==> config.mk <==
export PLATFORM = sky130hd
export DESIGN_NAME = fetch_stage
export DESIGN_NICKNAME = d
export VERILOG_FILES = /design/src/rtl/fetch_stage.sv
export SDC_FILE = /design/constraint.sdc
export NUM_CORES = 1
export LEC_CHECK = 0
export CORE_UTILIZATION = 40
export DETAILED_ROUTE_END_ITERATION = 8
export GPL_TIMING_DRIVEN = 0
export PLACE_DENSITY = 0.89
export SYNTH_ARGS = -nofsm -noshare
export SYNTH_HDL_FRONTEND = slang
export SYNTH_SLANG_ARGS = --single-unit
==> constraint.sdc <==
create_clock -name clk -period 2.1 [get_ports clk]
set_input_delay 0.525 -clock clk [delete_from_list [all_inputs] [get_ports clk]]
set_output_delay 0.525 -clock clk [all_outputs]
set_load 0.05 [all_outputs]
==> src/rtl/fetch_stage.sv <==
// PC generator and IF/ID pipeline register with stall, branch redirect/flush and HALT handling.
// Optional performance counters are built when FETCH_PERF_EN is defined.
module fetch_stage #(
    parameter int unsigned         PC_W      = 12,
    parameter int unsigned         INSTR_W   = 16,
    parameter logic [PC_W-1:0]     RESET_PC  = '0,
    parameter logic [INSTR_W-1:0]  NOP_INSTR = '0,
    parameter logic [3:0]          HALT_OP   = 4'b1111,
    parameter int unsigned         CNT_W     = 16
) (
    input  logic               clk,
    input  logic               reset,
    input  logic               stall,
    input  logic               branch_taken,
    input  logic [PC_W-1:0]    branch_target,
    input  logic [INSTR_W-1:0] M_instruction,
    output logic [PC_W-1:0]    PCAdd_pc,
    output logic [INSTR_W-1:0] IFID_instruction,
    output logic [PC_W-1:0]    IFID_pc,
    output logic               IFID_valid,
    output logic               fetch_halted,
    output logic [CNT_W-1:0]   perf_fetch_cnt,
    output logic [CNT_W-1:0]   perf_stall_cnt
);

    typedef enum logic [0:0] {StRun, StHalted} state_e;

    state_e             state_q, state_d;
    logic [PC_W-1:0]    pc_q, pc_d;
    logic [INSTR_W-1:0] ifid_instr_q, ifid_instr_d;
    logic [PC_W-1:0]    ifid_pc_q, ifid_pc_d;
    logic               ifid_valid_q, ifid_valid_d;
    logic               halted_q, halted_d;
    logic               fetch_en;
    logic               stall_en;
    logic               is_halt;

    assign is_halt  = (M_instruction[INSTR_W-1 -: 4] == HALT_OP);
    assign fetch_en = !branch_taken && !stall && (state_q == StRun);
    assign stall_en = !branch_taken && stall && (state_q == StRun);

    always_comb begin
        state_d      = state_q;
        pc_d         = pc_q;
        ifid_instr_d = ifid_instr_q;
        ifid_pc_d    = ifid_pc_q;
        ifid_valid_d = ifid_valid_q;
        if (branch_taken) begin
            // Redirect flushes the word fetched from the wrong path.
            pc_d         = branch_target;
            ifid_instr_d = NOP_INSTR;
            ifid_pc_d    = branch_target;
            ifid_valid_d = 1'b0;
            state_d      = StRun;
        end else if (state_q == StHalted) begin
            ifid_instr_d = NOP_INSTR;
            ifid_valid_d = 1'b0;
        end else if (fetch_en) begin
            ifid_instr_d = M_instruction;
            ifid_pc_d    = pc_q;
            ifid_valid_d = 1'b1;
            if (is_halt) begin
                state_d = StHalted;
            end else begin
                pc_d = pc_q + PC_W'(1);
            end
        end
        halted_d = (state_d == StHalted);
    end

    always_ff @(posedge clk or posedge reset) begin
        if (reset) begin
            state_q      <= StRun;
            pc_q         <= RESET_PC;
            ifid_instr_q <= NOP_INSTR;
            ifid_pc_q    <= '0;
            ifid_valid_q <= 1'b0;
            halted_q     <= 1'b0;
        end else begin
            state_q      <= state_d;
            pc_q         <= pc_d;
            ifid_instr_q <= ifid_instr_d;
            ifid_pc_q    <= ifid_pc_d;
            ifid_valid_q <= ifid_valid_d;
            halted_q     <= halted_d;
        end
    end

    assign PCAdd_pc         = pc_q;
    assign IFID_instruction = ifid_instr_q;
    assign IFID_pc          = ifid_pc_q;
    assign IFID_valid       = ifid_valid_q;
    assign fetch_halted     = halted_q;

`ifdef FETCH_PERF_EN
    logic [CNT_W-1:0] fetch_cnt_q, fetch_cnt_d;
    logic [CNT_W-1:0] stall_cnt_q, stall_cnt_d;

    always_comb begin
        fetch_cnt_d = fetch_cnt_q;
        stall_cnt_d = stall_cnt_q;
        if (fetch_en) fetch_cnt_d = fetch_cnt_q + CNT_W'(1);
        if (stall_en) stall_cnt_d = stall_cnt_q + CNT_W'(1);
    end

    always_ff @(posedge clk or posedge reset) begin
        if (reset) begin
            fetch_cnt_q <= '0;
            stall_cnt_q <= '0;
        end else begin
            fetch_cnt_q <= fetch_cnt_d;
            stall_cnt_q <= stall_cnt_d;
        end
    end

    assign perf_fetch_cnt = fetch_cnt_q;
    assign perf_stall_cnt = stall_cnt_q;
`else
    logic unused_perf;
    assign unused_perf    = fetch_en ^ stall_en;
    assign perf_fetch_cnt = '0;
    assign perf_stall_cnt = '0;
`endif

endmodule

# Yosys cells after proc, flatten, opt, wreduce, memory -nomap -nowiden

Cells that the tools add are included.
Widths: inputs -> output; s select.

Flip-flop bits (word level): 42
Latch bits: 0
Memory bits (writable): 0
Memory bits (read-only): 0
Bits of input ports: 32
Output and inout port bits: 74
Logic and storage cells: 35
Memories kept: 0

$add $sub $neg: 1
Multiply operators: 0
Div/mod/pow operators: 0
Order comparisons: 0
Equality and inequality tests: 3
Shift operators: 0
Mux-type cells: 17
Bitwise operators: 1
Reduce and logical (&&, ||, !) cells: 8

Operators with widths:

| cell                  | count |
|---|---|
| $mux 12               | 7 |
| $mux 16               | 3 |
| $add 12x1->12 const B | 1 |
| $mux 1                | 7 |
| $eq 4x4->1 const B    | 1 |
| $ne 2x2->1 const B    | 2 |
| $reduce_and 3->1      | 1 |
| $reduce_bool 3->1     | 1 |
| $logic_and 1x1->1     | 2 |
| $logic_not 1->1       | 2 |
| $reduce_and 2->1      | 1 |
| $reduce_bool 2->1     | 1 |
| $not 1->1             | 1 |

# Depth between registers and ports, before layout

Word-level depth: 6
Mapped depth: 5
Gate-level depth less buffers: 5

# Least setup slack after synthesis

OpenSTA, ideal clock, no wires.

Path type: reg2reg
Start point: register, netlist name fetch_halted
End point: register pc_q[9] (netlist: PCAdd_pc[9])
Library setup time: 142 ps
Arrival: 1,758 ps
Required time: 1,958 ps
Path slack: 201 ps
Cell stages (with the launch flop): 6
Path buffers: 1
Period minus slack after synthesis: 1,899 ps
Path through: dfrtp_1 -> buf_6 -> or3b_4 -> nor4_4 -> a21o_1 -> a31oi_1

RTL lines:

| what                   | line | text |
|---|---|---|
| end signal: assignment | 81   | `pc_q <= pc_d;` |
| end: declaration       | 29   | `logic [PC_W-1:0] pc_q, pc_d;` |

# Final worst setup path

Start point: register pc_q[2] (netlist: PCAdd_pc[2])
End point: output port PCAdd_pc[2]

RTL lines:

| what             | line | text |
|---|---|---|
| end: declaration | 17   | `output logic [PC_W-1:0] PCAdd_pc,` |

No word-level cell between the ends.

==> results.md <==
- The final route contains about 1,700 vias.
- For this run, design rule violations remaining after detail routing come to 0.
- The clock reaches the later pin of the worst-skew pair after 290 ps.
- The worst register-to-register path has a setup slack of ~420 ps.
- The worst path setup slack after routing is approximately 41 ps.
- The cell count after synthesis is 193.
- The via density per instance is between 4 and 5.
- The total clock sinks is 42.
- Summed over all nets, the half-perimeter wirelength after detailed placement is 3636 microns.
- Setup repair after global routing left no endpoint under its margin.
- For this run, the post-layout net count is 337.
- The largest stage delay on the critical path is 850 ps.
- Based on the critical path, the design can be clocked at up to 0.4858 GHz.
- The pre-antenna-repair detailed-routing pass consisted of 4 iterations.
- The type of destination of the critical path is an output pin.
- TritonCTS built the clock tree.
- The number of antenna violations at the first check in global routing is 0.
- The starting DRC count in detailed routing is 130.
- The sort of element at the start of the critical path is a register.
- The total number of placement rows is 25.
- Leaving out filler cells and counting taps, the final layout contains 371.
- TritonCTS created 5 clock buffers.
- The pin count of the biggest net entering global routing is 43.
- Summed over all nets, the switching power comes to 0.8709 mW.
- The final antenna diode count is 0.
- The internal portion of the total power is 1.547 mW.
- Clock-pin slew was measured on the worst setup and hold paths at 70 ps.
- STA puts the critical path data required time at 1570 ps.
- The first global-routing pass estimated 7659 microns of wire.
- Setup total negative slack on the finished layout was measured at 0 ps.
- At the pin with the least slew margin, the transition time is 874.2 ps.
- In this run the cell area measured after placement is approximately 3000 sq um.
- The die is 74.26 microns tall.
- For this run, the total global-route usage over all layers was measured as 0.1856.
- The total area inside the core boundary comes to 4880 sq um.
- The number of hold violations in the final report is 0.
- The switching share of total power is 0.3602.
- The global-route congestion overflow total is 0.
- The clock period minus worst slack is ~2100 ps.
- For this design the static power due to leakage is approximately 1.5 nW.
- The total buffers and inverters traversed by the critical path is 1.
- The pre-CTS setup slack is -436.8 ps.
- The worst voltage drop across the vdd grid is between 0.0003 and 0.0004 V.
- Data on the critical path arrives at its endpoint at 1530 ps.
- The initial core utilization is 0.4279.
- The flow ran to the end, and the final reports show no timing, DRC or antenna violations.
- The slowest stage cell on the critical path is sky130_fd_sc_hd__clkdlybuf4s50_1.
- At the end of routability-driven placement, the weighted congestion stood at 0.7602.
- In this run the tightest slew margin relative to its limit is 0.4163.
- Of the available clock period, the critical path in the final layout requires 0.9803.
- The number of cells in the design after placement is 364.
- The total setup violations reported at the end of the flow is 0.
- CTS built an H-tree with a depth of 2.
- The critical path is of the register to output pin type.
- Once detail routing completed, the nets flagged for antenna violations numbered 0.
- The clock network fraction of total power is 0.265.
- The number of top-level pins is 106.
- Among all flip-flop cells after synthesis, the most frequent one is sky130_fd_sc_hd__dfrtp_1.
- In this run the cell area of the synthesized design comes to 2088 sq um.
- For this block, the routed nets add up to between 4000 and 5000 microns of wire.
- The number of different library cells used by synthesis comes to 30.
- The die covers ~5500 sq um.
- The number of flops mapped to enable cells by yosys is 0.
- After routing the design area is 3147 sq um.
- Compared with the post-synthesis result, the final layout area differs by 50.69%.
- The async set-reset flop share out of synthesis is 1.000.
- In the final layout, the share of cells above drive strength 1 is 0.1579.
- In the final routed layout, each cell accounts on average for between 10 and 15 microns.
- For this run, the register share of the synthesized area comes to 0.5033.
- The number of post-CTS setup repair buffers is 0.
- Clock skew on the completed layout was measured at 4.798 ps.
- Counting flops and latches in the post-synthesis netlist gives 42.
- The relative contribution of sequential cells to total power is 0.389.
- During synthesis, Yosys emitted a total of 0 warnings.
- The number of global-route vias before repair was about 1,600.
- The power density over the cells is 768.3 nW/um^2.
- The root cell of the clock tree is sky130_fd_sc_hd__clkbuf_8.
- The mean cell area of the mapped netlist is 10.82 sq um.
- The maximum clock path buffer count is 2.
- The tool flagged a number of max-cap violations equal to 0.
- In this run the worst path has a maximum fanout of 4.
- The combinational fraction of design power is 0.346.
- The count of buffers added on input and output ports is 73.
- The completed layout was analyzed and its total power is 2.418 mW.
- On the critical path the largest part of the delay comes from buffers and inverters.
- Walking the worst path, the cells encountered are clkdlybuf4s50_1.
- The count of fill cells added during filler insertion is 413.
- The die is 74.26 microns wide.
- The number of slew-limit violations in the final report is 0.
- The min-delay analysis places its worst path in the category register to register.
[layout make-up]
type / instances / area, sq um / share of cell area
sequential: 42 / 1051 / 0.3340
clock inverter: 1 / 30.03 / 0.009543
multi-input combinational: 139 / 872.1 / 0.2771
buffer: 39 / 276.5 / 0.08787
tap: 67 / 83.83 / 0.02664
timing repair buffer: 73 / 735.7 / 0.2338
inverter: 4 / 15.01 / 0.004771
clock buffer: 6 / 82.58 / 0.02624
[stage by stage]
step,hold WS (ps),util
detailed placement,467.1,0.6187
CTS,483.9,0.6428
finish,477.5,0.6449
global route,503.1,0.6449
floorplan,591.4,-
global placement,461.5,0.6187
[placed cells by master (no fill, tap or decap), types with 2 or more instances in the layout]
master and instances:
sky130_fd_sc_hd__and4_1 2, sky130_fd_sc_hd__buf_4 32, sky130_fd_sc_hd__a22o_1 16, sky130_fd_sc_hd__mux2i_1 12, sky130_fd_sc_hd__clkbuf_8 6, sky130_fd_sc_hd__and3_1 2
sky130_fd_sc_hd__nand4_1 4, sky130_fd_sc_hd__clkbuf_1 4, sky130_fd_sc_hd__a21o_1 3, sky130_fd_sc_hd__dlymetal6s2s_1 4, sky130_fd_sc_hd__clkdlybuf4s50_1 65, sky130_fd_sc_hd__nand2_1 3
sky130_fd_sc_hd__xnor2_1 3, sky130_fd_sc_hd__xor2_1 6, sky130_fd_sc_hd__a21oi_1 21, sky130_fd_sc_hd__and2_1 2, sky130_fd_sc_hd__buf_2 2, sky130_fd_sc_hd__conb_1 32
sky130_fd_sc_hd__nand3_1 5, sky130_fd_sc_hd__dfrtp_1 42, sky130_fd_sc_hd__dlygate4sd2_1 4, sky130_fd_sc_hd__a31oi_1 3, sky130_fd_sc_hd__inv_1 2, sky130_fd_sc_hd__nor2_1 16
[cells in the mapped netlist, drive strengths merged (3+ instances only)]
| master | n | share of area |
|---|---|---|
| nand3 | 5 | 0.012 |
| a22o | 16 | 0.067 |
| dfrtp | 42 | 0.50 |
| xnor2 | 3 | 0.013 |
| a21o | 3 | 0.011 |
| xor2 | 6 | 0.025 |
| a21oi | 21 | 0.050 |
| mux2i | 12 | 0.058 |
| clkbuf | 4 | 0.0072 |
| a31oi | 3 | 0.0090 |
| inv | 3 | 0.0054 |
| buf | 35 | 0.13 |
| nor2 | 16 | 0.029 |
| nand4 | 4 | 0.012 |
| nand2 | 3 | 0.0054 |
[power groups by stage]
stage / logic [mW] / registers, mW / clock network (mW)
2_1_floorplan: 0.341 / 1.20 / 0
3_3_place_gp: 0.832 / 0.954 / 0
3_5_place_dp: 0.842 / 0.957 / 0
4_1_cts: 0.839 / 0.942 / 0.653
5_1_grt: 0.886 / 0.952 / 0.683
6_report: 0.836 / 0.941 / 0.641
[kinds of logic (layout without fill, tap and decap cells)]
kind of cell    Yosys count  in the layout  synth area share
xor+xnor                  9              9           0.03775
simple gates             41             41            0.1144
compound gates           44             44            0.1396
fa+ha+maj                 1              1          0.005991
other cells               1             32          0.001796
buf+inv                  43            123            0.1396
flops                    42             42            0.5033
mux                      12             12           0.05752
[what timing repair did]
item | CTS | global route
endpoints found under the setup margin | 14 | 7
hold buffers | 0 | 0
pin swaps | 0 | 1
resized for setup | 6 | 4
[metal layers]
metal	GRT usage	part of all wire	vias to the layer above
met1	0.2416	0.43	807
met4	0.08176	0.017	0
met3	0.03252	0.058	7
li1	-	-	835
met5	0	0	-
met2	0.3040	0.50	69
[flip-flops by register name, summed over array words and instances, names as in the netlist]
name,flops
IFID_pc,12
PCAdd_pc,12
IFID_valid,1
IFID_instruction,16
fetch_halted,1
[path summary, 6_finish.rpt]
check | startpoint | to | cells past startpoint
min in group asynchronous | reset | IFID_pc[0] | 2
hold / removal | IFID_valid | IFID_valid | 1
setup / recovery | PCAdd_pc[2] | PCAdd_pc[2] | 1
max in group asynchronous | reset | PCAdd_pc[2] | 2
setup reg to reg | fetch_halted | IFID_instruction[14] | 4
hold reg to reg | IFID_valid | IFID_valid | 1
No activity file was read; power rests on OpenSTA's default activity.
